<file path="config.mk">
export PLATFORM = sky130hd
export DESIGN_NAME = hazard_ctrl
export DESIGN_NICKNAME = d
export VERILOG_FILES = /design/src/rtl/hazard_ctrl.sv
export SDC_FILE = /design/constraint.sdc
export NUM_CORES = 1
export LEC_CHECK = 0
export ABC_AREA = 1
export BUFFER_PORTS_ARGS = -buffer_cell sky130_fd_sc_hd__buf_2
export CORE_UTILIZATION = 45
export CTS_CLUSTER_DIAMETER = 40
export DETAILED_ROUTE_END_ITERATION = 16
export PLACE_DENSITY_LB_ADDON = 0.08
export SLEW_MARGIN = 0
export SYNTH_ARGS = -nofsm -noshare
export SYNTH_HDL_FRONTEND = slang
export SYNTH_SLANG_ARGS = --single-unit
</file>
<file path="constraint.sdc">
create_clock -name clk -period 1.8 [get_ports clk]
set_clock_uncertainty 0.1 [all_clocks]
set_input_delay 0.36 -clock clk [delete_from_list [all_inputs] [get_ports clk]]
set_output_delay 0.36 -clock clk [all_outputs]
set_load 0.05 [all_outputs]
</file>
<file path="src/rtl/hazard_ctrl.sv">
// ---------------------------------------------------------------------------
// hazard_ctrl
//
// Hazard and sequencing controller for the 5-stage MIPS pipeline.
//   - Detects load-use hazards between the load in EX and the instruction in ID.
//   - Detects control redirects (taken branch / jump resolved in EX).
//   - Sequences the iterative multiply/divide unit (IDLE/BUSY with a
//     down-counter) and stalls any mfhi/mflo in ID until HI/LO is written.
//   - Keeps a saturating 16-bit count of stalled cycles.
//
// Ports
//   clk, reset          clock (rising edge), asynchronous active-high reset
//   id_rs, id_rt        source register fields of the ID instruction
//   id_uses_rs/_rt      ID instruction actually reads rs / rt
//   id_reads_hilo       ID instruction is mfhi/mflo
//   id_ex_dm_r          EX instruction is a load
//   id_ex_rt            destination register of the EX load
//   ex_branch_taken     EX resolved a taken branch
//   ex_jump             EX holds a jump/jr/jal
//   md_start            one-cycle issue pulse for mult/div
//   md_is_div           qualifies md_start: 1 = divide, 0 = multiply
//   pc_write            PC write-enable (combinational)
//   if_id_write         IF/ID write-enable (combinational)
//   if_id_flush         IF/ID flush (combinational)
//   id_ex_flush         ID/EX flush, 1 = bubble (combinational)
//   md_busy             multiply/divide in progress (registered)
//   md_done             final busy cycle, HI/LO written at its closing edge
//   md_overlap_err      sticky: md_start seen while busy
//   stall_cycles        saturating stalled-cycle counter
// ---------------------------------------------------------------------------
module hazard_ctrl #(
    parameter int unsigned MUL_CYCLES = 4,
    parameter int unsigned DIV_CYCLES = 32,
    parameter int unsigned CNT_W      = 6
) (
    input  logic        clk,
    input  logic        reset,
    input  logic [4:0]  id_rs,
    input  logic [4:0]  id_rt,
    input  logic        id_uses_rs,
    input  logic        id_uses_rt,
    input  logic        id_reads_hilo,
    input  logic        id_ex_dm_r,
    input  logic [4:0]  id_ex_rt,
    input  logic        ex_branch_taken,
    input  logic        ex_jump,
    input  logic        md_start,
    input  logic        md_is_div,
    output logic        pc_write,
    output logic        if_id_write,
    output logic        if_id_flush,
    output logic        id_ex_flush,
    output logic        md_busy,
    output logic        md_done,
    output logic        md_overlap_err,
    output logic [15:0] stall_cycles
);

    localparam logic [0:0] ST_IDLE = 1'b0;
    localparam logic [0:0] ST_BUSY = 1'b1;

    // Counter reload values: the load cycle itself is not counted, so the
    // unit is busy for exactly N cycles ending with cnt == 0.
    localparam logic [CNT_W-1:0] MUL_LOAD = CNT_W'(MUL_CYCLES - 1);
    localparam logic [CNT_W-1:0] DIV_LOAD = CNT_W'(DIV_CYCLES - 1);

    localparam logic [15:0] STALL_MAX = 16'hFFFF;

    logic [0:0]       state_q, state_d;
    logic [CNT_W-1:0] cnt_q, cnt_d;
    logic             overlap_q, overlap_d;
    logic [15:0]      stall_cnt_q, stall_cnt_d;

    logic busy;
    logic cnt_zero;
    logic rs_match;
    logic rt_match;
    logic load_use;
    logic hilo_stall;
    logic stall;
    logic redirect;

    // ------------------------------------------------------------------
    // Hazard detection
    // ------------------------------------------------------------------
    assign busy     = (state_q == ST_BUSY);
    assign cnt_zero = (cnt_q == '0);

    assign rs_match = id_uses_rs && (id_rs == id_ex_rt);
    assign rt_match = id_uses_rt && (id_rt == id_ex_rt);

    // $zero is never a real dependency, so a load into r0 never stalls.
    assign load_use = id_ex_dm_r && (id_ex_rt != 5'd0) && (rs_match || rt_match);

    // Covers the issue cycle too: the reader must not slip past a mult/div
    // that is being issued in the same cycle.
    assign hilo_stall = id_reads_hilo && (md_start || busy);

    assign stall    = load_use || hilo_stall;
    assign redirect = ex_branch_taken || ex_jump;

    // ------------------------------------------------------------------
    // Pipeline control decode
    // ------------------------------------------------------------------
    always_comb begin
        pc_write    = 1'b1;
        if_id_write = 1'b1;
        if_id_flush = 1'b0;
        id_ex_flush = 1'b0;
        if (redirect) begin
            // The stalled ID instruction is on the wrong path; squash it.
            if_id_flush = 1'b1;
            id_ex_flush = 1'b1;
        end else if (stall) begin
            pc_write    = 1'b0;
            if_id_write = 1'b0;
            id_ex_flush = 1'b1;
        end
    end

    // ------------------------------------------------------------------
    // Multiply/divide sequencer next state
    // ------------------------------------------------------------------
    always_comb begin
        state_d   = state_q;
        cnt_d     = cnt_q;
        overlap_d = overlap_q;
        unique case (state_q)
            ST_IDLE: begin
                if (md_start) begin
                    state_d = ST_BUSY;
                    cnt_d   = md_is_div ? DIV_LOAD : MUL_LOAD;
                end
            end
            ST_BUSY: begin
                // A second issue is never queued or restarted; only flagged.
                if (md_start) begin
                    overlap_d = 1'b1;
                end
                if (cnt_zero) begin
                    state_d = ST_IDLE;
                end else begin
                    cnt_d = cnt_q - CNT_W'(1);
                end
            end
            default: begin
                state_d = ST_IDLE;
            end
        endcase
    end

    // ------------------------------------------------------------------
    // Stall counter next state (counts only stalls not overridden)
    // ------------------------------------------------------------------
    always_comb begin
        stall_cnt_d = stall_cnt_q;
        if (stall && !redirect && (stall_cnt_q != STALL_MAX)) begin
            stall_cnt_d = stall_cnt_q + 16'd1;
        end
    end

    // ------------------------------------------------------------------
    // State registers
    // ------------------------------------------------------------------
    always_ff @(posedge clk or posedge reset) begin
        if (reset) begin
            state_q     <= ST_IDLE;
            cnt_q       <= '0;
            overlap_q   <= 1'b0;
            stall_cnt_q <= '0;
        end else begin
            state_q     <= state_d;
            cnt_q       <= cnt_d;
            overlap_q   <= overlap_d;
            stall_cnt_q <= stall_cnt_d;
        end
    end

    // ------------------------------------------------------------------
    // Registered status outputs
    // ------------------------------------------------------------------
    assign md_busy        = busy;
    assign md_done        = busy && cnt_zero;
    assign md_overlap_err = overlap_q;
    assign stall_cycles   = stall_cnt_q;

endmodule

</file>
# [Word-level counts from Yosys, hierarchy flattened]
# Cells that the tools add are included.
[word_totals] reg_bits=24 in_bits=25 out_inout_bits=23
[classes] add_sub_neg=2 n_eq_ne=5 mux=12 bitwise_logic=1 reduce_logical=17
[ops] cell="16-bit by 1-bit adder with 16-bit output (second input constant)" count=1
[ops] cell="16-bit inequality test (second input constant)" count=1
[ops] cell="6-bit two-way mux" count=2
[ops] cell="6-bit one-hot mux with 2 select lines" count=1
[ops] cell="5-bit == test" count=2
[ops] cell="1-bit logical AND" count=8
[ops] cell="1-bit two-way mux" count=7
[ops] cell="6-bit logical NOT" count=1
[ops] cell="6-bit by 1-bit subtractor with 6-bit output (second input constant)" count=1
[ops] cell="5-bit two-way mux" count=1
[ops] cell="5-bit nonzero test" count=1
[ops] cell="1-bit logical OR" count=4
[ops] cell="2-bit inequality test (second input constant)" count=2
[ops] cell="2-bit AND reduction" count=2
[ops] cell="1-bit one-hot mux with 2 select lines" count=1
[ops] cell="1-bit logical NOT" count=1
[ops] cell="1-bit NOT" count=1

# [Depth between registers and ports, before layout]
# Gate-level depths: netlist (run 1).
[logic_depth] ltp_word=7 depth_mapped=12 depth_no_buf=11

# [Least setup slack after synthesis (run 1)]
# No wires, ideal clock.
[synth_timing] kind="register -> output" startpoint="reg state_q, in the netlist md_busy" endpoint="out pc_write" t_arrival_ps=1988 required_time_ps=1340 slack_ps=-648 path_stages_with_launch=6 n_path_buf=2 path_cell_list="dfrtp_1 -> o21ai_0 -> nand2_4 -> buf_2 -> nand2_1 -> buf_4"
[synth_via] elab_chain_len=5
[synth_lines] element="start, declared" line="69" rtl="logic [0:0] state_q, state_d;"
[synth_lines] element="start signal, assigned" line="172" rtl="state_q <= state_d;"
[synth_lines] element="1-bit logical OR" line="97" rtl="assign hilo_stall = id_reads_hilo && (md_start || busy);"
[synth_lines] element="1-bit logical AND" line="97"
[synth_lines] element="1-bit logical OR" line="99" rtl="assign stall = load_use || hilo_stall;"
[synth_lines] element="1-bit two-way mux (2 in series)"
[synth_lines] element="end, declared" line="49" rtl="output logic pc_write,"
# Every way passes these cells.

# [Final worst setup path (run 1)]
[layout_timing] startpoint="reg cnt_q[0]" endpoint="out md_done"
[layout_via] elab_chain_len=2
[layout_lines] element="start, declared" line="70" rtl="logic [CNT_W-1:0] cnt_q, cnt_d;"
[layout_lines] element="start signal, assigned" line="173" rtl="cnt_q <= cnt_d;"
[layout_lines] element="6-bit logical NOT" line="87" rtl="assign cnt_zero = (cnt_q == '0);"
[layout_lines] element="1-bit logical AND" line="183" rtl="assign md_done = busy && cnt_zero;"
[layout_lines] element="end, declared" line="54" rtl="output logic md_done,"
# Every way passes these cells.

==> results of run 1 <==
## how the worst min path moves through the flow
stage                     start                to  slack, ps  depth (start not counted)
after global placement    reset  stall_cycles[14]        320                          3
after global routing      reset  stall_cycles[14]         60                          3
final                     reset  stall_cycles[14]         20                          3
after CTS                 reset  stall_cycles[14]         30                          3
after detailed placement  reset  stall_cycles[14]        320                          3
after floorplan           reset          cnt_q[0]        270                          1
## power breakdown
group / leakage [nW] / switching [W] / total (W) / internal [W]
combinational: 0.951 / 0.000676 / 0.00114 / 0.000462
clock: 0.0288 / 0.000168 / 0.000363 / 0.000195
sequential: 0.301 / 0.000138 / 0.000806 / 0.000669
total: 1.28 / 0.000981 / 0.00231 / 0.00133
## synthesized netlist by cell type
cell and n:
sky130_fd_sc_hd__buf_4 1, sky130_fd_sc_hd__nand2_4 1, sky130_fd_sc_hd__nand2_1 65, sky130_fd_sc_hd__or2_2 1, sky130_fd_sc_hd__inv_2 7, sky130_fd_sc_hd__nor3_1 3, sky130_fd_sc_hd__nand2_2 21, sky130_fd_sc_hd__nand4_4 1
sky130_fd_sc_hd__nor2_1 18, sky130_fd_sc_hd__ha_1 2, sky130_fd_sc_hd__nand3_2 1, sky130_fd_sc_hd__o21ai_0 6, sky130_fd_sc_hd__nand4_1 21, sky130_fd_sc_hd__dfrtp_1 24, sky130_fd_sc_hd__nand3_1 10, sky130_fd_sc_hd__inv_1 33
sky130_fd_sc_hd__buf_2 4, sky130_fd_sc_hd__nor2_4 1, sky130_fd_sc_hd__a21oi_1 3, sky130_fd_sc_hd__nor3_4 3, sky130_fd_sc_hd__a22oi_1 1, sky130_fd_sc_hd__nand3_4 1, sky130_fd_sc_hd__xnor2_1 4, sky130_fd_sc_hd__buf_12 1
sky130_fd_sc_hd__o21bai_1 1, sky130_fd_sc_hd__nor2_2 1, sky130_fd_sc_hd__xor2_1 12
## worst register-to-register path: stages (launching register included)
cell and delay [ps]:
sky130_fd_sc_hd__dfrtp_2 430, sky130_fd_sc_hd__ha_4 160, sky130_fd_sc_hd__nand3_2 130, sky130_fd_sc_hd__nor2_4 190, sky130_fd_sc_hd__nand4_4 210, sky130_fd_sc_hd__buf_4 230
sky130_fd_sc_hd__nand4_1 110, sky130_fd_sc_hd__nand2_1 60
## stage by stage
| step | util | std cells | hold WS [ps] | total power (W) | TNS [ps] |
|---|---|---|---|---|---|
| final | 0.620 | 358 | 24.8 | 0.00231 | -69.8 |
| after global placement | 0.582 | 348 | 324 | 0.00178 | 0 |
| after detailed placement | 0.582 | 348 | 321 | 0.00180 | -21.4 |
| after floorplan | - | 247 | 274 | 0.00150 | -115 |
| after CTS | 0.616 | 359 | 32.6 | 0.00229 | -124 |
| after global routing | 0.620 | 358 | 55.9 | 0.00249 | -322 |
## layout by cell type, fill, tap and decap left out, drive strengths merged
cell / instances
o21bai: 1
nand2: 87
o21ai: 6
clkbuf: 5
a22oi: 1
or2: 1
inv: 40
nand4: 22
xor2: 12
nor3: 6
a21oi: 3
ha: 2
nand3: 13
nor2: 20
buf: 63
dfrtp: 24
xnor2: 4
## cell type report
class                      instances  area [um^2]  share of cell area
clock buffer                       4         55.1              0.0237
sequential                        24          611               0.263
multi-input combinational        178         1050               0.454
inverter                          40          150              0.0647
tap                               48         60.1              0.0259
timing repair buffer              64          393               0.169
## layer usage
| metal | track usage | vias up | routed length [um] |
|---|---|---|---|
| li1 | - | 907 | - |
| met1 | 0.301 | 782 | 2060 |
| met2 | 0.330 | 46 | 1760 |
| met3 | 0.0382 | 10 | 217 |
| met4 | 0.0924 | 0 | 101 |
| met5 | 0 | - | 0 |
## cell families after synthesis
kind of cell	count (synthesis)
flops	24
xor+xnor	16
buf+inv	46
compound gates	11
simple gates	148
fa+ha+maj	2
## repair_timing
action | in CTS | in global routing
buffers inserted | 7 | 0
cloned | 0 | 1
pin swaps | 1 | 5
gates resized for setup | 9 | 6
endpoints found under the setup margin | 3 | 15
## state kept, by name, summed over array words and instances, names as in the netlist
name and cells:
md_busy 1, cnt_q 6, stall_cycles 16, md_overlap_err 1
==> impl_metrics.xml, run 1 <==
<?xml version="1.0" encoding="UTF-8"?>
<metrics>
  <group name="yosys">
    <metric name="yosys-top-cells-area" unit="">sky130_fd_sc_hd__dfrtp_1 33%, sky130_fd_sc_hd__nand2_1 14%, sky130_fd_sc_hd__nand2_2 7.3%</metric>
    <metric name="synthXorXnorAreaFrac" unit="">0.0780</metric>
    <metric name="synth_top_family_by_area" unit="">simple AND/OR/NAND/NOR gates</metric>
    <metric name="post_synth_fa_ha_maj_area_fraction" unit="">0.0139</metric>
    <metric name="postSynthNetCount" unit="">274</metric>
    <metric name="synth_compound_area_frac" unit="">0.0334</metric>
    <metric name="synth_top_area_cell" unit="">sky130_fd_sc_hd__dfrtp_1</metric>
    <metric name="syn_avg_cell_area" unit="um^2">7.27</metric>
    <metric name="number_of_synthesized_register_bits" unit="">24</metric>
    <metric name="synth.yosys.seq_area_share" unit="">0.334</metric>
    <metric name="yosys.area_share.simple" unit="">0.430</metric>
    <metric name="synth.lib_cells_used.distinct" unit="">27</metric>
    <metric name="netlist.area_leader.share" unit="">0.334</metric>
    <metric name="syn_area" unit="um^2">1800</metric>
    <metric name="muxShareOfSynthArea" unit="">0</metric>
    <metric name="yosys_warnings" unit="">0</metric>
    <metric name="syn_inst" unit="">247</metric>
  </group>
  <group name="detailed_routing">
    <metric name="routed_wire_per_std_cell" unit="um">11.6</metric>
    <metric name="vias_per_cell" unit="">4.87</metric>
    <metric name="drt-total-wl" unit="um">4140</metric>
    <metric name="detail_route.drc_violations" unit="">0</metric>
    <metric name="drt.antenna.violating_nets" unit="">0</metric>
    <metric name="count_of_routing_violations_after_the_opening_detailed_route_iteration" unit="">69</metric>
    <metric name="dr.pass1.iters" unit="">4</metric>
    <metric name="via_count" unit="">1745</metric>
  </group>
  <group name="die">
    <metric name="initial_utilization" unit="">0.480</metric>
    <metric name="floorplan.die_area" unit="um^2">4250</metric>
    <metric name="area_of_the_core_region" unit="um^2">3740</metric>
    <metric name="fp.dieW" unit="um">65.2</metric>
    <metric name="io_pins" unit="">48</metric>
    <metric name="die_h" unit="um">65.2</metric>
    <metric name="floorplan.rows" unit="">22</metric>
  </group>
  <group name="sta">
    <metric name="grt_setup_unrepaired" unit="">true</metric>
    <metric name="final_max_slew_viol_count" unit="">0</metric>
    <metric name="postLayoutSetupSlackWorst" unit="ps">-69.8</metric>
    <metric name="finalHoldViolCount" unit="">0</metric>
    <metric name="final_period_utilization" unit="">1.04</metric>
    <metric name="achievable_freq" unit="MHz">535</metric>
    <metric name="slew_headroom" unit="">0.722</metric>
    <metric name="period_minus_slack" unit="ps">1870</metric>
    <metric name="max_slew.worst_pin.slew" unit="ps">414</metric>
    <metric name="timing.final.setup_violations" unit="">1</metric>
  </group>
  <group name="power">
    <metric name="vdd_drop_max" unit="V">0.000934</metric>
    <metric name="power_density" unit="nW/um^2">993</metric>
    <metric name="power_leakage" unit="nW">1.28</metric>
  </group>
  <group name="finish">
    <metric name="n_fill_cell" unit="">374</metric>
    <metric name="n_antenna_cell" unit="">0</metric>
    <metric name="area_delta_synth_final" unit="%">29.3</metric>
    <metric name="finish.net_count" unit="">338</metric>
    <metric name="stdcell_area" unit="um^2">2320</metric>
    <metric name="drive_above_1_share" unit="">0.397</metric>
  </group>
  <group name="setup_path">
    <metric name="crit_path_max_incr_delay" unit="ps">400</metric>
    <metric name="worstPathMaxFanout" unit="">3</metric>
    <metric name="critPathTopFamily" unit="">flip-flops</metric>
    <metric name="crit-reg2reg-capture" unit="">stall_cycles[3]</metric>
    <metric name="ff_to_ff_start" unit="">stall_cycles[0]</metric>
    <metric name="cp.required" unit="ps">1340</metric>
    <metric name="critical_path_sink" unit="">md_done</metric>
    <metric name="worst_setup_path_end_kind" unit="">output pin</metric>
    <metric name="worst_r2r_path_depth" unit="">7</metric>
    <metric name="crit_path_start" unit="">cnt_q[0]</metric>
    <metric name="slowest_stage" unit="">sky130_fd_sc_hd__dfrtp_1</metric>
    <metric name="critical_path_depth" unit="">6</metric>
    <metric name="ff2ff_setup_slack" unit="ps">100</metric>
    <metric name="cp_data_arrival_time" unit="ps">1410</metric>
    <metric name="crit_chain" unit="">inv_2 &gt; ha_4 &gt; nand4_1 &gt; or2_4 &gt; inv_2 &gt; buf_8</metric>
    <metric name="cp.buffers_inverters" unit="">3</metric>
    <metric name="worst_path_most_repeated_cell" unit="">sky130_fd_sc_hd__inv_2</metric>
    <metric name="worst_setup_path_start_kind" unit="">register</metric>
    <metric name="worstSetupPathType" unit="">reg -&gt; out</metric>
  </group>
  <group name="cts">
    <metric name="clock_tree.htree_level_count" unit="">1</metric>
    <metric name="cts.path.max_buffers" unit="">2</metric>
    <metric name="hold_buffers" unit="">0</metric>
    <metric name="cts-buffers-inserted" unit="">3</metric>
    <metric name="clkTransAtPathRegs" unit="ps">90</metric>
    <metric name="clk_root_buffer_cell" unit="">sky130_fd_sc_hd__clkbuf_8</metric>
    <metric name="cts_num_sinks" unit="">24</metric>
    <metric name="clock_tree_from_tritoncts" unit="">done</metric>
    <metric name="worstSkewPairLatency" unit="ps">260</metric>
  </group>
  <group name="run">
    <metric name="maxCapViolations" unit="">0</metric>
  </group>
  <group name="global_route">
    <metric name="grt_pass1_wl" unit="um">7200</metric>
    <metric name="grt-ovfl-total" unit="">0</metric>
    <metric name="grt_antenna_before_repair" unit="">0</metric>
    <metric name="first_global_vias" unit="">1657</metric>
    <metric name="maximum_number_of_pins_on_one_net_before_global_route_repair" unit="">25</metric>
    <metric name="grt.total_usage" unit="">0.217</metric>
  </group>
  <group name="place">
    <metric name="placement.io_buffers" unit="">47</metric>
    <metric name="pre_cts_ws" unit="ps">-11.5</metric>
    <metric name="dpl.hpwl" unit="um">3030</metric>
    <metric name="dpl_cell_area" unit="um^2">2180</metric>
    <metric name="gpl.final_weighted_congestion" unit="">0.873</metric>
  </group>
  <group name="run_status">
    <metric name="run_status" unit="">finished, violations left</metric>
    <metric name="failed_checks" unit="">negative setup slack</metric>
  </group>
  <group name="worst_hold_path">
    <metric name="min-delay-path-class" unit="">in -&gt; async</metric>
  </group>
</metrics>
No activity file was read; power rests on OpenSTA's default activity.
==> run 2: changes to the inputs <==
- CORE_ASPECT_RATIO: not set -> 0.8
- CORE_UTILIZATION: 45 -> 40
==> run 2 against run 1 <==
Compared with the run above:
- the flow still finishes with violations (negative setup slack)
- register-to-register slack worse by 90 ps
- maximum frequency down 3.5%
- wire length is 4.4% higher
- sequential share of layout area is 0.056 points lower
- utilization shrank 7.4 points
- non-clock buffer count up 2
- critical path depth unchanged
- clock power is 3% higher
- critical path type unchanged
- largest power group unchanged
- highest routed layer unchanged
==> impl_metrics.xml, run 2 (synthesized netlist as in run 1, its figures left out) <==
<?xml version="1.0" encoding="UTF-8"?>
<metrics>
  <group name="place">
    <metric name="gpl.final_weighted_congestion" unit="">0.829</metric>
    <metric name="dpl_cell_area" unit="um^2">2190</metric>
    <metric name="dpl.hpwl" unit="um">3090</metric>
    <metric name="placement.io_buffers" unit="">47</metric>
    <metric name="place.detailed.instances" unit="">358</metric>
  </group>
  <group name="finish">
    <metric name="n_fill_cell" unit="">427</metric>
    <metric name="n_antenna_cell" unit="">0</metric>
    <metric name="area_delta_synth_final" unit="%">29.6</metric>
    <metric name="final_util" unit="">0.547</metric>
    <metric name="multi_input_area" unit="um^2">1040</metric>
    <metric name="stdcell_count" unit="">368</metric>
    <metric name="drive_above_1_share" unit="">0.395</metric>
    <metric name="stdcell_area" unit="um^2">2330</metric>
    <metric name="flip_flop_count_of_the_largest_register_after_layout" unit="">16</metric>
    <metric name="finish.net_count" unit="">339</metric>
    <metric name="layout_commonest_cell" unit="">sky130_fd_sc_hd__nand2_1</metric>
    <metric name="most_used_cells_in_the_layout_excluding_fill_and_tap_cells" unit="">64 x sky130_fd_sc_hd__nand2_1, 43 x sky130_fd_sc_hd__buf_2, 30 x sky130_fd_sc_hd__inv_1</metric>
    <metric name="seqCellArea" unit="um^2">611</metric>
  </group>
  <group name="setup_path">
    <metric name="worst_path_most_repeated_cell" unit="">sky130_fd_sc_hd__inv_2</metric>
    <metric name="cp.required" unit="ps">1340</metric>
    <metric name="crit_chain" unit="">inv_2 &gt; ha_4 &gt; nand4_1 &gt; or2_4 &gt; inv_2 &gt; buf_8</metric>
    <metric name="slowest_stage" unit="">sky130_fd_sc_hd__dfrtp_1</metric>
    <metric name="worst_setup_path_start_kind" unit="">register</metric>
    <metric name="worstPathMaxFanout" unit="">2</metric>
    <metric name="worstSetupPathType" unit="">reg -&gt; out</metric>
    <metric name="worst_setup_path_end_kind" unit="">output pin</metric>
    <metric name="cp.buffers_inverters" unit="">3</metric>
    <metric name="critPathTopFamily" unit="">flip-flops</metric>
    <metric name="crit_path_max_incr_delay" unit="ps">400</metric>
    <metric name="cp_data_arrival_time" unit="ps">1480</metric>
  </group>
  <group name="die">
    <metric name="initial_utilization" unit="">0.422</metric>
    <metric name="io_pins" unit="">48</metric>
    <metric name="floorplan.rows" unit="">21</metric>
    <metric name="area_of_the_core_region" unit="um^2">4260</metric>
    <metric name="floorplan.die_area" unit="um^2">4760</metric>
    <metric name="fp.dieW" unit="um">76.9</metric>
    <metric name="die_h" unit="um">61.9</metric>
  </group>
  <group name="power">
    <metric name="pwr-share-clk" unit="">0.161</metric>
    <metric name="fraction_of_power_consumed_by_combinational_cells" unit="">0.492</metric>
    <metric name="share_seq_of_total_power" unit="">0.347</metric>
    <metric name="power_leakage" unit="nW">1.28</metric>
    <metric name="report.power.total" unit="W">0.00232</metric>
    <metric name="power_switching" unit="W">0.00100</metric>
    <metric name="vdd_drop_max" unit="V">0.000744</metric>
    <metric name="power_density" unit="nW/um^2">999</metric>
    <metric name="swShare" unit="">0.431</metric>
    <metric name="power.internal" unit="W">0.00132</metric>
  </group>
  <group name="worst_hold_path">
    <metric name="min-delay-path-class" unit="">in -&gt; async</metric>
  </group>
  <group name="global_route">
    <metric name="grt_antenna_before_repair" unit="">0</metric>
    <metric name="grt_pass1_wl" unit="um">7190</metric>
    <metric name="grt-ovfl-total" unit="">0</metric>
    <metric name="grt.total_usage" unit="">0.192</metric>
    <metric name="maximum_number_of_pins_on_one_net_before_global_route_repair" unit="">25</metric>
    <metric name="first_global_vias" unit="">1580</metric>
  </group>
  <group name="detailed_routing">
    <metric name="dr.pass1.iters" unit="">4</metric>
    <metric name="drt.antenna.violating_nets" unit="">0</metric>
    <metric name="routed_wire_per_std_cell" unit="um">11.8</metric>
    <metric name="detail_route.drc_violations" unit="">0</metric>
    <metric name="drt-total-wl" unit="um">4320</metric>
    <metric name="vias_per_cell" unit="">4.66</metric>
    <metric name="via_count" unit="">1714</metric>
    <metric name="count_of_routing_violations_after_the_opening_detailed_route_iteration" unit="">51</metric>
  </group>
  <group name="sta">
    <metric name="final_max_slew_viol_count" unit="">0</metric>
    <metric name="period_minus_slack" unit="ps">1940</metric>
    <metric name="finalHoldViolCount" unit="">0</metric>
    <metric name="grt_setup_unrepaired" unit="">true</metric>
    <metric name="max_slew.worst_pin.slew" unit="ps">384</metric>
    <metric name="finalHoldWorstSlack" unit="ps">24.8</metric>
    <metric name="final_period_utilization" unit="">1.08</metric>
    <metric name="slew_headroom" unit="">0.742</metric>
    <metric name="achievable_freq" unit="MHz">516</metric>
    <metric name="postLayoutSetupSlackWorst" unit="ps">-137</metric>
    <metric name="timing.final.setup_violations" unit="">1</metric>
  </group>
  <group name="cts">
    <metric name="cts-buffers-inserted" unit="">3</metric>
    <metric name="clk_root_buffer_cell" unit="">sky130_fd_sc_hd__clkbuf_8</metric>
    <metric name="cts.path.max_buffers" unit="">2</metric>
    <metric name="hold_buffers" unit="">0</metric>
    <metric name="clock_tree_from_tritoncts" unit="">done</metric>
    <metric name="clkTransAtPathRegs" unit="ps">90</metric>
    <metric name="worstSkewPairLatency" unit="ps">270</metric>
    <metric name="cts_num_sinks" unit="">24</metric>
    <metric name="clock_tree.htree_level_count" unit="">1</metric>
  </group>
  <group name="run_status">
    <metric name="run_status" unit="">finished, violations left</metric>
    <metric name="failed_checks" unit="">negative setup slack</metric>
  </group>
  <group name="run">
    <metric name="maxCapViolations" unit="">0</metric>
  </group>
</metrics>
run 2: cell types whose count changed in the layout (fill, tap and decap cells not counted), sizes merged:
cell / delta
buf: +2
nand3: -1
run 2: layout make-up:
cell class	count	area share
tap	57	0.0306
timing repair buffer	66	0.172
inverter	40	0.0645
clock buffer	4	0.0237
sequential	24	0.262
multi-input combinational	177	0.447
run 2: final timing paths:
check / startpoint / slack, ps / depth (start not counted) / end
hold reg to reg: md_overlap_err / 390 / 1 / md_overlap_err
setup / recovery: cnt_q[1] / -140 / 6 / md_done
hold / removal: reset / 20 / 3 / stall_cycles[14]
min in group clk: md_start / 260 / 3 / md_overlap_err
setup reg to reg: cnt_q[1] / 10 / 11 / cnt_q[5]
max in group asynchronous: reset / 1310 / 3 / stall_cycles[0]
run 2: repair_timing:
action / CTS / global route
pin swaps: 1 / 1
gates resized for setup: 11 / 4
setup endpoints to repair: 4 / 10
gates cloned: 0 / 0
setup buffers: 3 / 3
run 2: worst reg2reg max path: cells and delay by family, from the launching register on:
| family | cells | cell delay [ps] |
|---|---|---|
| DFF | 1 | 400 |
| xor gates and xnor gates | 1 | 130 |
| and+or+nand+nor | 5 | 480 |
| adders and majority gates | 1 | 130 |
| buffers and inverters | 4 | 440 |
run 2: layer usage:
metal	vias up	track usage	routed length (um)
li1	911	-	-
met2	33	0.306	1830
met5	-	0	0
met3	4	0.0365	176
met1	766	0.275	2290
met4	0	0.0412	33
run 2: through the flow:
step	setup slack [ps]	setup TNS, ps
floorplan	-61.7	-115
global placement	38.3	0
detailed placement	16.6	0
CTS	-84.8	-85.8
global route	-177	-512
finish	-137	-137
run 2: power groups by stage:
| stage | Combinational (W) | Sequential, W | Clock [W] |
|---|---|---|---|
| after floorplan | 0.000525 | 0.000976 | 0 |
| after global placement | 0.000965 | 0.000808 | 0 |
| after detailed placement | 0.000970 | 0.000809 | 0 |
| after CTS | 0.00105 | 0.000804 | 0.000389 |
| after global routing | 0.00125 | 0.000823 | 0.000407 |
| final | 0.00114 | 0.000807 | 0.000375 |
==> run 3: changes to the inputs <==
- CELL_PAD_IN_SITES_DETAIL_PLACEMENT: not set -> 2
- CELL_PAD_IN_SITES_GLOBAL_PLACEMENT: not set -> 2
- CORE_UTILIZATION: 40 -> 29
==> run 3 against run 2 <==
Compared with the run above:
- the flow still finishes with violations (negative setup slack)
- combinational power about the same
- critical endpoint unchanged
- die area increased by 37%
- via count increased by 6.5%
- largest cell class unchanged
- clock power increased by 4%
- critical path depth unchanged
- largest power group unchanged
- total power increased by 0.68%
- maximum frequency increased by 2.4%
- sequential share of layout area decreased by 0.73 points
- first-iteration DRC count decreased by 9.8%
==> impl_metrics.xml, run 3 (synthesized netlist as in run 1, its figures left out) <==
<?xml version="1.0" encoding="UTF-8"?>
<metrics>
  <group name="run_status">
    <metric name="run_status" unit="">finished, violations left</metric>
    <metric name="failed_checks" unit="">negative setup slack</metric>
  </group>
  <group name="finish">
    <metric name="drive_above_1_share" unit="">0.403</metric>
    <metric name="multi_input_area" unit="um^2">1050</metric>
    <metric name="n_antenna_cell" unit="">0</metric>
    <metric name="area_delta_synth_final" unit="%">33.3</metric>
    <metric name="seqCellArea" unit="um^2">611</metric>
    <metric name="most_used_cells_in_the_layout_excluding_fill_and_tap_cells" unit="">64 x sky130_fd_sc_hd__nand2_1, 42 x sky130_fd_sc_hd__buf_2, 30 x sky130_fd_sc_hd__inv_1</metric>
    <metric name="n_fill_cell" unit="">709</metric>
    <metric name="final_util" unit="">0.403</metric>
    <metric name="flip_flop_count_of_the_largest_register_after_layout" unit="">16</metric>
    <metric name="finish.net_count" unit="">341</metric>
    <metric name="layout_commonest_cell" unit="">sky130_fd_sc_hd__nand2_1</metric>
    <metric name="stdcell_area" unit="um^2">2390</metric>
  </group>
  <group name="cts">
    <metric name="clock_tree_from_tritoncts" unit="">done</metric>
    <metric name="cts_num_sinks" unit="">24</metric>
    <metric name="clk_root_buffer_cell" unit="">sky130_fd_sc_hd__clkbuf_8</metric>
    <metric name="clock_tree.htree_level_count" unit="">1</metric>
    <metric name="worstSkewPairLatency" unit="ps">270</metric>
    <metric name="clkTransAtPathRegs" unit="ps">90</metric>
    <metric name="cts-buffers-inserted" unit="">3</metric>
    <metric name="cts.path.max_buffers" unit="">2</metric>
  </group>
  <group name="sta">
    <metric name="slew_headroom" unit="">0.770</metric>
    <metric name="timing.final.setup_violations" unit="">1</metric>
    <metric name="achievable_freq" unit="MHz">529</metric>
    <metric name="finalHoldWorstSlack" unit="ps">28.3</metric>
    <metric name="final_period_utilization" unit="">1.05</metric>
    <metric name="grt_setup_unrepaired" unit="">true</metric>
    <metric name="totalNegativeSetupSlack" unit="ps">-91.8</metric>
    <metric name="max_slew.worst_pin.slew" unit="ps">345</metric>
    <metric name="final_max_slew_viol_count" unit="">0</metric>
    <metric name="period_minus_slack" unit="ps">1890</metric>
    <metric name="postLayoutSetupSlackWorst" unit="ps">-91.8</metric>
    <metric name="finalHoldViolCount" unit="">0</metric>
  </group>
  <group name="place">
    <metric name="placement.io_buffers" unit="">47</metric>
    <metric name="gpl.final_weighted_congestion" unit="">0.759</metric>
    <metric name="dpl.hpwl" unit="um">4470</metric>
    <metric name="dpl_cell_area" unit="um^2">2240</metric>
  </group>
  <group name="global_route">
    <metric name="grt-ovfl-total" unit="">0</metric>
    <metric name="grt.total_usage" unit="">0.188</metric>
    <metric name="globalRouteMet2Util" unit="">0.330</metric>
    <metric name="first_global_vias" unit="">1899</metric>
    <metric name="met1_usage" unit="">0.250</metric>
    <metric name="globalRouteMet3Util" unit="">0.0283</metric>
    <metric name="grt_pass1_wl" unit="um">9720</metric>
    <metric name="global_route.peak_usage_layer" unit="">met2</metric>
    <metric name="grt_antenna_before_repair" unit="">0</metric>
    <metric name="maximum_number_of_pins_on_one_net_before_global_route_repair" unit="">25</metric>
  </group>
  <group name="detailed_routing">
    <metric name="routed_wire_per_std_cell" unit="um">14.5</metric>
    <metric name="detail_route.drc_violations" unit="">0</metric>
    <metric name="drt-total-wl" unit="um">5700</metric>
    <metric name="drt.antenna.violating_nets" unit="">0</metric>
    <metric name="dr.pass1.iters" unit="">4</metric>
    <metric name="count_of_routing_violations_after_the_opening_detailed_route_iteration" unit="">46</metric>
    <metric name="vias_per_cell" unit="">4.63</metric>
    <metric name="via_count" unit="">1826</metric>
  </group>
  <group name="die">
    <metric name="fp.dieW" unit="um">90.0</metric>
    <metric name="die_h" unit="um">72.4</metric>
    <metric name="floorplan.rows" unit="">25</metric>
    <metric name="io_pins" unit="">48</metric>
    <metric name="floorplan.die_area" unit="um^2">6510</metric>
    <metric name="area_of_the_core_region" unit="um^2">5940</metric>
    <metric name="initial_utilization" unit="">0.302</metric>
  </group>
  <group name="power">
    <metric name="power_leakage" unit="nW">1.30</metric>
    <metric name="vdd_drop_max" unit="V">0.000643</metric>
    <metric name="power_density" unit="nW/um^2">978</metric>
    <metric name="report.power.total" unit="W">0.00234</metric>
  </group>
  <group name="setup_path">
    <metric name="crit-reg2reg-capture" unit="">cnt_q[5]</metric>
    <metric name="worstSetupPathType" unit="">reg -&gt; out</metric>
    <metric name="cp_data_arrival_time" unit="ps">1430</metric>
    <metric name="ff2ff_setup_slack" unit="ps">160</metric>
    <metric name="worst_r2r_path_depth" unit="">10</metric>
    <metric name="cp.required" unit="ps">1340</metric>
    <metric name="ff_to_ff_start" unit="">cnt_q[1]</metric>
    <metric name="worstPathMaxFanout" unit="">2</metric>
    <metric name="worst_setup_path_start_kind" unit="">register</metric>
    <metric name="worst_setup_path_end_kind" unit="">output pin</metric>
  </group>
  <group name="worst_hold_path">
    <metric name="min-delay-path-class" unit="">in -&gt; async</metric>
  </group>
  <group name="run">
    <metric name="maxCapViolations" unit="">0</metric>
  </group>
</metrics>
==> run 3: power breakdown <==
group	switching [W]	internal, W
registers	0.000137	0.000668
logic	0.000699	0.000446
clock network	0.000193	0.000196
==> run 3: through the flow <==
stage / cells / worst slack [ps]
2_1_floorplan: 247 / -61.7
3_3_place_gp: 385 / -7.36
3_5_place_dp: 385 / -24.4
4_1_cts: 393 / -131
5_1_grt: 394 / -165
6_report: 394 / -91.8
==> run 3: layer usage <==
metal / vias up / share of wire / routed length (um)
li1: 913 / - / -
met1: 876 / 0.49 / 2810
met2: 35 / 0.47 / 2670
met3: 2 / 0.034 / 193
met4: 0 / 0.0047 / 27
met5: - / 0 / 0
==> run 3: worst max path at each step <==
stage / from / cells past startpoint / endpoint / slack [ps]
6_report: cnt_q[1] / 6 / md_done / -90
5_1_grt: cnt_q[1] / 6 / md_done / -160
4_1_cts: cnt_q[1] / 6 / md_done / -130
3_5_place_dp: cnt_q[0] / 6 / md_done / -20
3_3_place_gp: id_ex_rt[2] / 9 / pc_write / -7
2_1_floorplan: ex_jump / 4 / id_ex_flush / -60
==> run 3: layout make-up <==
cell class                 instances  area share
multi-input combinational        177       0.438
clock buffer                       4      0.0230
timing repair buffer              68       0.179
sequential                        24       0.255
inverter                          40      0.0627
tap                               81      0.0423
==> run 3: worst max-delay path, cell delays in order, from the launching register on <==
cell,delay (ps)
sky130_fd_sc_hd__dfrtp_1,400
sky130_fd_sc_hd__inv_2,80
sky130_fd_sc_hd__ha_4,130
sky130_fd_sc_hd__nand4_1,100
sky130_fd_sc_hd__or2_4,240
sky130_fd_sc_hd__inv_2,60
sky130_fd_sc_hd__buf_8,130
==> run 3: what timing repair did <==
item	in CTS	in global routing
gates resized for setup	12	8
pin swaps	2	3
endpoints found under the setup margin	4	5
buffers inserted	4	1
hold buffers	0	0
gates cloned	0	0
